### src/rtl/pipelined_addsub_if.sv
// Valid/ready operand and result bundle for pipelined_addsub.
// The master side drives operands and accepts results; the slave side is the adder.
interface pipelined_addsub_if #(
  parameter int WIDTH = 32
);
  logic             in_valid;
  logic             in_ready;
  logic [WIDTH-1:0] a;
  logic [WIDTH-1:0] b;
  logic             sub;
  logic             out_valid;
  logic             out_ready;
  logic [WIDTH-1:0] sum;
  logic             carry_out;
  logic             overflow;
  logic             zero;

  modport master (
    output in_valid, a, b, sub, out_ready,
    input  in_ready, out_valid, sum, carry_out, overflow, zero
  );

  modport slave (
    input  in_valid, a, b, sub, out_ready,
    output in_ready, out_valid, sum, carry_out, overflow, zero
  );
endinterface

### src/rtl/pipelined_addsub.sv
// Pipelined two's-complement adder/subtractor: WIDTH-bit carry chain split into STAGES registered segments.
// Define ADDSUB_SAT_EN to clamp the result to the signed range on overflow; otherwise the sum wraps.
module pipelined_addsub #(
  parameter int WIDTH  = 32,
  parameter int STAGES = 4
) (
  input  logic              clk,
  input  logic              rst,
  pipelined_addsub_if.slave io
);
  localparam int SEG = WIDTH / STAGES;

  logic             en;
  logic             outValid_q;
  logic [WIDTH-1:0] sum_q;
  logic             carry_q;
  logic             overflow_q;
  logic             zero_q;

  // The whole pipeline advances as one; a held result freezes every stage.
  assign en           = !outValid_q || io.out_ready;
  assign io.in_ready  = en;
  assign io.out_valid = outValid_q;
  assign io.sum       = sum_q;
  assign io.carry_out = carry_q;
  assign io.overflow  = overflow_q;
  assign io.zero      = zero_q;

  for (genvar k = 0; k < STAGES; k++) begin : g_stage
    localparam int LO = k * SEG;
    localparam int UP = WIDTH - LO;

    logic [UP-1:0]     aIn;
    logic [UP-1:0]     bIn;
    logic              cIn;
    logic              vIn;
    logic [LO+SEG-1:0] sumNext;
    logic [SEG:0]      segSum;

    if (k == 0) begin : g_src
      assign aIn     = io.a;
      assign bIn     = io.sub ? ~io.b : io.b;
      assign cIn     = io.sub;
      assign vIn     = io.in_valid;
      assign sumNext = segSum[SEG-1:0];
    end else begin : g_src
      assign aIn     = g_stage[k-1].g_reg.aSkew_q;
      assign bIn     = g_stage[k-1].g_reg.bSkew_q;
      assign cIn     = g_stage[k-1].g_reg.cry_q;
      assign vIn     = g_stage[k-1].g_reg.valid_q;
      assign sumNext = {segSum[SEG-1:0], g_stage[k-1].g_reg.psum_q};
    end

    assign segSum = {1'b0, aIn[SEG-1:0]} + {1'b0, bIn[SEG-1:0]} + {{SEG{1'b0}}, cIn};

    if (k < STAGES - 1) begin : g_reg
      logic              valid_q;
      logic              cry_q;
      logic [UP-SEG-1:0] aSkew_q;
      logic [UP-SEG-1:0] bSkew_q;
      logic [LO+SEG-1:0] psum_q;

      always_ff @(posedge clk) begin
        if (rst) begin
          valid_q <= 1'b0;
        end else if (en) begin
          valid_q <= vIn;
          cry_q   <= segSum[SEG];
          aSkew_q <= aIn[UP-1:SEG];
          bSkew_q <= bIn[UP-1:SEG];
          psum_q  <= sumNext;
        end
      end
    end else begin : g_out
      logic [WIDTH-1:0] res_d;
      logic             carry_d;
      logic             overflow_d;

      // Overflow is carry into the MSB (recovered from the MSB sum bit) xor carry out of it.
      always_comb begin
        carry_d    = segSum[SEG];
        overflow_d = (aIn[SEG-1] ^ bIn[SEG-1] ^ segSum[SEG-1]) ^ segSum[SEG];
        res_d      = sumNext;
`ifdef ADDSUB_SAT_EN
        if (overflow_d)
          res_d = aIn[SEG-1] ? {1'b1, {(WIDTH-1){1'b0}}} : {1'b0, {(WIDTH-1){1'b1}}};
`endif
      end

      always_ff @(posedge clk) begin
        if (rst) begin
          outValid_q <= 1'b0;
          sum_q      <= '0;
          carry_q    <= 1'b0;
          overflow_q <= 1'b0;
          zero_q     <= 1'b0;
        end else if (en) begin
          outValid_q <= vIn;
          sum_q      <= res_d;
          carry_q    <= carry_d;
          overflow_q <= overflow_d;
          zero_q     <= (res_d == '0);
        end
      end
    end
  end
endmodule

### src/flat_wrapper.sv
// flat-port wrapper written by rule: the top's interface ports become plain ports
module pipelined_addsub_flat 
#(
  parameter int WIDTH  = 32,
  parameter int STAGES = 4
)
  (clk, rst, io_in_valid, io_a, io_b, io_sub, io_out_ready, io_in_ready, io_out_valid, io_sum, io_carry_out, io_overflow, io_zero);
  pipelined_addsub_if #(.WIDTH(WIDTH)) io_i ();
  input  logic clk;
  input  logic rst;
  input wire logic [$bits(io_i.in_valid)-1:0] io_in_valid;
  input wire logic [$bits(io_i.a)-1:0] io_a;
  input wire logic [$bits(io_i.b)-1:0] io_b;
  input wire logic [$bits(io_i.sub)-1:0] io_sub;
  input wire logic [$bits(io_i.out_ready)-1:0] io_out_ready;
  output wire logic [$bits(io_i.in_ready)-1:0] io_in_ready;
  output wire logic [$bits(io_i.out_valid)-1:0] io_out_valid;
  output wire logic [$bits(io_i.sum)-1:0] io_sum;
  output wire logic [$bits(io_i.carry_out)-1:0] io_carry_out;
  output wire logic [$bits(io_i.overflow)-1:0] io_overflow;
  output wire logic [$bits(io_i.zero)-1:0] io_zero;
  assign io_i.in_valid = io_in_valid;
  assign io_i.a = io_a;
  assign io_i.b = io_b;
  assign io_i.sub = io_sub;
  assign io_i.out_ready = io_out_ready;
  assign io_in_ready = io_i.in_ready;
  assign io_out_valid = io_i.out_valid;
  assign io_sum = io_i.sum;
  assign io_carry_out = io_i.carry_out;
  assign io_overflow = io_i.overflow;
  assign io_zero = io_i.zero;
  pipelined_addsub #(.WIDTH(WIDTH), .STAGES(STAGES)) u_core (.clk(clk), .rst(rst), .io(io_i));
endmodule
### config.mk
export PLATFORM = sky130hd
export DESIGN_NAME = pipelined_addsub_flat
export DESIGN_NICKNAME = d
export VERILOG_FILES = /design/src/rtl/pipelined_addsub_if.sv /design/src/rtl/pipelined_addsub.sv /design/src/flat_wrapper.sv
export SDC_FILE = /design/constraint.sdc
export NUM_CORES = 1
export LEC_CHECK = 0
export CAP_MARGIN = 30
export CORE_ASPECT_RATIO = 1.1
export CORE_MARGIN = 2
export CORE_UTILIZATION = 35
export CTS_BUF_LIST = sky130_fd_sc_hd__clkbuf_4 sky130_fd_sc_hd__clkbuf_8
export CTS_CLUSTER_DIAMETER = 100
export DETAILED_ROUTE_END_ITERATION = 10
export PLACE_DENSITY_LB_ADDON = 0.2
export SLEW_MARGIN = 0
export SYNTH_ARGS = -nofsm -noshare
export SYNTH_HDL_FRONTEND = slang
export SYNTH_SLANG_ARGS = --single-unit
### constraint.sdc
create_clock -name clk -period 10.5 [get_ports clk]
set_input_delay 3.15 -clock clk [delete_from_list [all_inputs] [get_ports clk]]
set_output_delay 3.15 -clock clk [all_outputs]
set_load 0.01 [all_outputs]
# Yosys cells after proc, flatten, opt, wreduce, memory -nomap -nowiden
# Index checks and enable logic that the tools add are counted.
# op_classes
addsub	8
n_mul	0
n_div	0
magnitude_cmp	0
n_eq_ne	0
shifts	0
muxes	1
bitwise_logic	5
n_reduce_logical	4
# op_table
op	n
adder 8 x 8 -> 9 bit	4
adder 9 x 1 -> 9 bit	4
logical NOT 32 bit	1
2-to-1 mux 32 bit	1
NOT 32 bit	1
XOR 1 bit	3
AND reduction 2 bit	1
logical NOT 1 bit	1
logical OR 1 bit	1
NOT 1 bit	1
# totals
regBits	186
latchBits	0
mem_bits_rw	0
romBits	0
in_bits	69
output_inout_bits	37
wordCells	38
mem_count	0

# Depth between registers and ports, before layout
# Gate-level depths: netlist of run 1.
# logic_depth
depth_word	4
mapped_depth	10
ltp_nobuf	10

# Least setup slack after synthesis of run 1
# No wires, ideal clock.
# synth_timing
path_type	in2reg
from	input port io_out_ready
to	register u_core.g_stage[0].g_reg.aSkew_q[0], enable pin
setup_ns	0.656
arrival_ns	9.634
required_ns	9.844
path_slack_ns	0.210
path_stages	4
n_path_buf	2
path_cell_list	nor2b_1 clkbuf_1 clkbuf_1 nor2_1
# synth_via
elab_chain_len	2
# synth_lines
item	line	text
from (decl)	flat_wrapper.sv:15	input wire logic [$bits(io_i.out_ready)-1:0] io_out_ready;
logical OR 1 bit	pipelined_addsub.sv:21	assign en = !outValid_q || io.out_ready;
AND reduction 2 bit (no source line)	-	
to (signal assigned)	pipelined_addsub.sv:69	aSkew_q <= aIn[UP-1:SEG];
to (decl)	pipelined_addsub.sv:59	logic [UP-SEG-1:0] aSkew_q;
# No other way between the ends.
# A chain may end at the register's enable or synchronous reset.

# Final worst setup path of run 1
# layout_timing
from	input port io_out_ready
to	output port io_in_ready
# layout_via
elab_chain_len	1
# layout_lines
item	line	text
logical OR 1 bit	pipelined_addsub.sv:21	
to (decl)	flat_wrapper.sv:16	output wire logic [$bits(io_i.in_ready)-1:0] io_in_ready;
# No other way between the ends.

==> run summary, run 1 <==
post-CTS sizing = 0
Setup Fix Bufs, Post-CTS = 0
combinational fraction of design power = 13.2%
placed wire-length estimate = 8891 um
antenna violations before repair = 0
worst voltage drop across the vdd grid = 0.07070 mV
Worst Max-Slew Pin Slew = 950.4 ps
layout cell share with drive strength beyond 1 = 6.860%
worst min-delay path class = reg2reg
I/O Buffers = 105
maximum number of pins on one net before global-route repair = 79
Power Internal = 1177 uW
Synthesis Warnings = 0
required time at the worst-slack endpoint = 7350 ps
Cell Area, Synth = 0.007371 mm^2
number of flops mapped to enable cells by yosys = 147
worst-case headroom to the max-slew limit = 36.64%
CTS Hold Bufs = 0
CP endpoint kind = primary output
number of search-and-repair iterations in the first detailed-routing pass = 6
number of antenna diodes = 0
number of max-capacitance violations reported = 0
clk sink count = 186
Starting Density = 35.70%
count of nets after finishing = 747
clock tree root driver cell = sky130_fd_sc_hd__clkbuf_8
fraction of power consumed by the clock network = 28.5%
H-tree levels = 4
setup repair after global routing missed its margin = no
final critical-path required period = 7881 ps
Die Y-Extent = 156.2 um
Vias/cell = 4.613
post-synthesis net count = 635
core region area = 0.02064 mm^2
Crit path arrival time = 4730 ps
width of the die = 142.4 um
minimum hold slack = 418.3 ps
area growth from synthesis to final layout = 23.49%
CTS clock-pin slew for the worst setup and hold paths = 100 ps
part of the cycle the worst path needs = 75.05%
average size of a mapped cell = 13.88 um^2
final total negative setup slack = 0 ps
initial detailed-routing violation count = 249
total number of placement rows = 55
final setup violation count = 0
post-synthesis sequential element count = 186
final-report max-slew violation count = 0
power per unit of standard cell area = 170.5 mW/mm^2
Max Clock Skew = 14.67 ps
sequential share of the synthesized area = 70.48%
first-pass GRT wire length = 20490 um
fill cell total of the finished layout = 1875
Most used DFF post-synth = sky130_fd_sc_hd__edfxtp_1
post-placement setup slack = 2615 ps
net switching power = 374.4 uW
maximum achievable frequency = 126.9 MHz
ys async rst share = 0%
Routability Congestion = 0.7896
number of unique standard cell types used by synthesis = 40
worst skew pair latency = 460 ps
die area = 0.02224 mm^2
leakage power summed over all cells = 0.003348 uW
vias in the first global route = 4192
Setup WS post-layout = 2619 ps
number of buffers on the longest clock path = 2
sw frac = 24.13%
fraction of post-synthesis cell area in the top cell type by area = 59.89%
Remaining DRCs = 0
TritonCTS clock tree = yes
Post-Synthesis Cells = 531
relative contribution of sequential cells to total power = 58.3%
Tot GR Track Use = 12.18%
top cells by area, synth = sky130_fd_sc_hd__edfxtp_1 (60%), sky130_fd_sc_hd__dfxtp_1 (11%), sky130_fd_sc_hd__ha_1 (4.8%)
clock buffers created by TritonCTS = 17
cell type contributing the most total cell area after synthesis = sky130_fd_sc_hd__edfxtp_1
average wire length per cell after detail routing = 14.22 um
run status = finished clean
vias post-DR = 4207
crit start category = input pin
post-detailed-route count of antenna-violating nets = 0
maximum fanout encountered on the critical timing path = 38
critical path class = in2out
count of final hold-check violations = 0
I/O Pins = 106
total wirelength of the detailed-routed design = 12970 um
overflow left after global routing = 0
[worst max-delay path: stages]
cell                              delay, ps
sky130_fd_sc_hd__clkdlybuf4s50_1        500
sky130_fd_sc_hd__nor2b_4                 50
sky130_fd_sc_hd__inv_1                   40
sky130_fd_sc_hd__buf_4                  360
sky130_fd_sc_hd__clkdlybuf4s50_1        620
[cell usage in the layout (no fill, tap or decap), drive strengths merged, types with 2 or more instances in the layout]
| cell | instances |
|---|---|
| xnor2 | 12 |
| edfxtp | 147 |
| nand3 | 6 |
| clkinv | 2 |
| o21bai | 4 |
| fa | 7 |
| buf | 7 |
| xor2 | 40 |
| o21ai | 12 |
| a21boi | 2 |
| nor3 | 6 |
| nand2b | 3 |
| a21oi | 52 |
| nor2b | 5 |
| a211oi | 4 |
| clkbuf | 19 |
| clkdlybuf4s50 | 103 |
| nor4 | 5 |
| or3 | 2 |
| inv | 23 |
| nor2 | 29 |
| a21o | 3 |
| nand2 | 73 |
| clkinvlp | 8 |
| o21a | 2 |
| ha | 28 |
| dfxtp | 39 |
[power groups by stage]
stage	Sequential (uW)	Clock, uW	Combinational, uW
after floorplan	923	0	115
after global placement	920	0	201
after detailed placement	923	0	205
after CTS	906	461	206
after global routing	912	487	230
final	904	443	205
[cell families (layout without fill, tap and decap cells)]
family / Yosys count / after routing / synth area share, %
compound gates: 84 / 84 / 6.485
xor+xnor: 52 / 52 / 6.179
fa+ha+maj: 35 / 35 / 6.654
buf+inv: 38 / 163 / 2.037
flops: 186 / 186 / 70.48
mux: 1 / 1 / 0.2036
simple gates: 135 / 135 / 7.961
[sequential cells by signal (all words and copies together) (netlist names)]
| register | flops |
|---|---|
| u_core.g_stage.g_reg.psum_q | 48 |
| u_core.io.out_valid | 1 |
| u_core.g_stage.g_reg.bSkew_q | 48 |
| u_core.io.overflow | 1 |
| u_core.g_stage.g_reg.aSkew_q | 48 |
| u_core.io.zero | 1 |
| u_core.io.sum | 32 |
| u_core.io.carry_out | 1 |
| u_core.g_stage.g_reg.valid_q | 3 |
| u_core.g_stage.g_reg.cry_q | 3 |
[Yosys cell counts (3+ instances only)]
| master | instances |
|---|---|
| sky130_fd_sc_hd__xnor2_1 | 12 |
| sky130_fd_sc_hd__a21o_1 | 3 |
| sky130_fd_sc_hd__a21oi_1 | 50 |
| sky130_fd_sc_hd__buf_2 | 5 |
| sky130_fd_sc_hd__nor4_1 | 5 |
| sky130_fd_sc_hd__dfxtp_1 | 39 |
| sky130_fd_sc_hd__xor2_1 | 40 |
| sky130_fd_sc_hd__fa_1 | 7 |
| sky130_fd_sc_hd__clkbuf_1 | 9 |
| sky130_fd_sc_hd__edfxtp_1 | 147 |
| sky130_fd_sc_hd__nor3_1 | 6 |
| sky130_fd_sc_hd__o21ai_0 | 6 |
| sky130_fd_sc_hd__o21ai_1 | 6 |
| sky130_fd_sc_hd__a211oi_1 | 4 |
| sky130_fd_sc_hd__inv_1 | 21 |
| sky130_fd_sc_hd__nand3_1 | 6 |
| sky130_fd_sc_hd__nor2b_1 | 5 |
| sky130_fd_sc_hd__nor2_1 | 29 |
| sky130_fd_sc_hd__ha_1 | 28 |
| sky130_fd_sc_hd__nand2b_1 | 3 |
| sky130_fd_sc_hd__nand2_1 | 73 |
| sky130_fd_sc_hd__o21bai_1 | 4 |
[final timing paths]
path	start	slack, ps	end	depth (start not counted)
max reg2reg	u_core.io.out_valid	7840	u_core.g_stage[2].g_reg.psum_q[14]	4
min reg2reg	u_core.g_stage[1].g_reg.aSkew_q[11]	420	u_core.g_stage[2].g_reg.aSkew_q[3]	0
max	io_out_ready	2620	io_in_ready	5
min	u_core.g_stage[1].g_reg.aSkew_q[11]	420	u_core.g_stage[2].g_reg.aSkew_q[3]	0
[area by class of cell]
type,instances,area [um^2],share of cell area (%)
clock buffer,19,255.2,2.804
clock inverter,13,121.4,1.333
inverter,21,78.83,0.8660
multi-input combinational,307,2041,22.42
sequential,186,5195,57.07
tap,256,320.3,3.519
timing repair buffer,110,1091,11.99
[metrics by stage]
stage	power, uW	cells	instance area [um^2]	utilization (%)
after floorplan	1039	531	7371	-
after global placement	1121	879	8706	42.17
after detailed placement	1128	879	8706	42.17
after CTS	1573	911	9082	43.99
after global routing	1629	912	9102	44.09
final	1552	912	9102	44.09
[per-layer routing]
| metal | track usage (%) | part of all wire, % |
|---|---|---|
| met5 | 0 | 0 |
| met4 | 5.516 | 2.1 |
| met3 | 3.745 | 5.8 |
| met2 | 20.27 | 49 |
| met1 | 14.53 | 43 |
(Power assumes the default switching activity.)
==> inputs of run 2 (changes only) <==
==> constraint.sdc (replaced) <==
create_clock -name clk -period 8.2 [get_ports clk]
set_input_delay 2.46 -clock clk [delete_from_list [all_inputs] [get_ports clk]]
set_output_delay 2.46 -clock clk [all_outputs]
set_load 0.01 [all_outputs]
==> run 2 against run 1 <==
Total power increased by 37%. Utilization increased by 0.52 points. Register-to-register slack got worse by 2200 ps. Setup slack got worse by 490 ps. Critical path depth decreased by 1. Count of clock-buffer cells in the layout increased by 1. Largest cell class unchanged. Non-clock buffer count unchanged. Via count increased by 1.1%. Clock power increased by 61%.
==> run summary, run 2 (synthesis gave the netlist of run 1 again) <==
leakage power summed over all cells = 0.003415 uW (was 0.003348 uW)
CP endpoint = io_in_ready (unchanged)
Max Clock Skew = 15.12 ps (was 14.67 ps)
vias in the first global route = 4240 (was 4192)
Crit path arrival time = 3610 ps (was 4730 ps)
setup repair after global routing missed its margin = no (unchanged)
capture point of the worst reg-to-reg path = u_core.io.zero (was u_core.g_stage[2].g_reg.psum_q[14])
Worst Max-Slew Pin Slew = 845.5 ps (was 950.4 ps)
Starting Density = 35.70% (unchanged)
Die Y-Extent = 156.2 um (unchanged)
total placed cells including tap cells = 879 (unchanged)
critical path class = in2out (unchanged)
I/O Buffers = 105 (unchanged)
number of buffers on the longest clock path = 2 (unchanged)
CTS clock-pin slew for the worst setup and hold paths = 90 ps (was 100 ps)
crit-path max cell delay = 530 ps (was 620 ps)
initial detailed-routing violation count = 310 (was 249)
maximum fanout encountered on the critical timing path = 2 (was 38)
run status = finished clean (unchanged)
Routability Congestion = 0.8446 (was 0.7896)
average wire length per cell after detail routing = 14.28 um (was 14.22 um)
crit start category = input pin (unchanged)
core region area = 0.02064 mm^2 (unchanged)
non-filler cells in the finished layout = 912 (unchanged)
I/O Pins = 106 (unchanged)
sw frac = 22.02% (was 24.13%)
timing startpoint of the critical path = io_out_ready (unchanged)
first-pass GRT wire length = 20760 um (was 20490 um)
width of the die = 142.4 um (unchanged)
routed metal-1 wirelength = 5755 um (was 5560 um)
startpoint of the worst register-to-register path = u_core.g_stage[2].g_reg.bSkew_q[0] (was u_core.io.out_valid)
commonest non-fill, non-tap cells in the layout = sky130_fd_sc_hd__edfxtp_1 (147), sky130_fd_sc_hd__clkdlybuf4s50_1 (103), sky130_fd_sc_hd__nand2_1 (73) (unchanged)
area growth from synthesis to final layout = 24.94% (was 23.49%)
number of search-and-repair iterations in the first detailed-routing pass = 4 (was 6)
fill cell total of the finished layout = 1866 (was 1875)
Power Internal = 1662 uW (was 1177 uW)
Remaining DRCs = 0 (unchanged)
part of the cycle the worst path needs = 74.08%
post-route cell area = 0.009209 mm^2 (was 0.009102 mm^2)
Vias/cell = 4.663 (was 4.613)
final setup violation count = 0 (unchanged)
placed wire-length estimate = 8890 um (was 8891 um)
cell type of the slowest stage on the worst timing path = sky130_fd_sc_hd__clkdlybuf4s50_1 (unchanged)
clock buffers created by TritonCTS = 17 (unchanged)
clock tree root driver cell = sky130_fd_sc_hd__clkbuf_8 (unchanged)
count of final hold-check violations = 0 (unchanged)
critical path, cell by cell = clkdlybuf4s50_1 -> nor2b_4 -> inv_1 -> clkdlybuf4s50_1 (was clkdlybuf4s50_1 -> nor2b_4 -> inv_1 -> buf_4 -> clkdlybuf4s50_1)
largest registers = u_core.g_stage.g_reg.aSkew_q (48), u_core.g_stage.g_reg.bSkew_q (48), u_core.g_stage.g_reg.psum_q (48) (unchanged)
final-report max-slew violation count = 0 (unchanged)
total wirelength of the detailed-routed design = 13030 um (was 12970 um)
Setup Fix Bufs, Post-CTS = 0 (unchanged)
instance area after placement = 0.008706 mm^2 (unchanged)
relative contribution of sequential cells to total power = 54.2% (was 58.3%)
H-tree levels = 4 (unchanged)
maximum number of pins on one net before global-route repair = 70 (was 79)
required time at the worst-slack endpoint = 5740 ps (was 7350 ps)
number of max-capacitance violations reported = 0 (unchanged)
TritonCTS clock tree = yes (unchanged)
overflow left after global routing = 0 (unchanged)
footprint of the flip-flops and latches = 0.005195 mm^2 (unchanged)
fraction of power consumed by the clock network = 33.4% (was 28.5%)
combinational fraction of design power = 12.4% (was 13.2%)
cell repeated most along the worst path = sky130_fd_sc_hd__clkdlybuf4s50_1 (unchanged)
maximum achievable frequency = 164.6 MHz
worst skew pair latency = 450 ps (was 460 ps)
count of nets after finishing = 747 (unchanged)
final critical-path required period = 6075 ps
post-detailed-route count of antenna-violating nets = 0 (unchanged)
routed wl met2 = 6183 um (was 6390 um)
number of antenna diodes = 0 (unchanged)
number of cells on the worst reg-to-reg path = 9 (was 4)
worst voltage drop across the vdd grid = 0.1189 mV (was 0.07070 mV)
post-placement setup slack = 2120 ps (was 2615 ps)
total number of placement rows = 55 (unchanged)
final total negative setup slack = 0 ps (unchanged)
post-CTS sizing = 0 (unchanged)
die area = 0.02224 mm^2 (unchanged)
Tot GR Track Use = 12.30% (was 12.18%)
flop-to-flop setup slack = 5600 ps (was 7840 ps)
vias post-DR = 4253 (was 4207)
area occupied by multi-input gates = 0.002041 mm^2 (unchanged)
CTS Hold Bufs = 0 (unchanged)
CP endpoint kind = primary output (unchanged)
Setup WS post-layout = 2125 ps (was 2619 ps)
net switching power = 469.5 uW (was 374.4 uW)
worst-case headroom to the max-slew limit = 43.63% (was 36.64%)
max layer used = met4 (unchanged)
metal3 WL = 836 um (was 748 um)
clk sink count = 186 (unchanged)
layout cell share with drive strength beyond 1 = 6.707% (was 6.860%)
worst min-delay path class = reg2reg (unchanged)
most common cell after layout, fill and taps aside = sky130_fd_sc_hd__edfxtp_1 (unchanged)
antenna violations before repair = 0 (unchanged)
power per unit of standard cell area = 231.5 mW/mm^2 (was 170.5 mW/mm^2)
run 2: changes by cell type in the layout (fill, tap and decap cells not counted):
cell	change
sky130_fd_sc_hd__clkbuf_4	+1
sky130_fd_sc_hd__bufinv_16	+5
sky130_fd_sc_hd__clkinvlp_4	-5
sky130_fd_sc_hd__clkinv_1	+1
sky130_fd_sc_hd__inv_6	-2
run 2: critical path, delay by kind of cell:
family / cells / cell delay (ps)
buffers and inverters: 3 / 1100
and+or+nand+nor: 1 / 50
run 2: routing by layer:
| layer | vias up | track usage (%) |
|---|---|---|
| met5 | - | 0 |
| met4 | 0 | 5.328 |
| met2 | 100 | 19.85 |
| met3 | 18 | 4.205 |
| met1 | 2035 | 15.06 |
| li1 | 2100 | - |
run 2: worst min-delay path by stage:
stage | startpoint | to | slack (ps) | cells after the start
final | u_core.g_stage[1].g_reg.bSkew_q[9] | u_core.g_stage[2].g_reg.bSkew_q[1] | 420 | 0
after global routing | u_core.g_stage[0].g_reg.bSkew_q[20] | u_core.g_stage[1].g_reg.bSkew_q[12] | 420 | 0
after CTS | u_core.g_stage[1].g_reg.bSkew_q[9] | u_core.g_stage[2].g_reg.bSkew_q[1] | 420 | 0
after detailed placement | u_core.g_stage[1].g_reg.psum_q[12] | u_core.g_stage[2].g_reg.psum_q[12] | 400 | 0
after global placement | u_core.g_stage[1].g_reg.bSkew_q[11] | u_core.g_stage[2].g_reg.bSkew_q[3] | 400 | 0
after floorplan | u_core.g_stage[0].g_reg.aSkew_q[8] | u_core.g_stage[1].g_reg.aSkew_q[0] | 400 | 0
run 2: power groups by stage:
stage | combinational, uW | sequential [uW] | clock [uW]
finish | 264 | 1160 | 712
CTS | 267 | 1160 | 737
global route | 298 | 1170 | 769
floorplan | 148 | 1180 | 0
detailed placement | 265 | 1180 | 0
global placement | 259 | 1180 | 0
run 2: area by class of cell:
class                   count  area share, %
flip-flops and latches    186          56.41
multi-input cells         307          22.16
repair buffers            110          11.85
well taps                 256          3.478
clock buffers              20          2.853
clock inverters            12          2.391
inverters                  21         0.8560
run 2: through the flow:
step / hold WS, ps / utilization (%) / total power (uW)
final: 417.6 / 44.61 / 2132
after global routing: 420.3 / 44.61 / 2233
after detailed placement: 404.5 / 42.17 / 1444
after CTS: 415.1 / 44.51 / 2161
after floorplan: 400.3 / - / 1326
after global placement: 402.4 / 42.17 / 1435
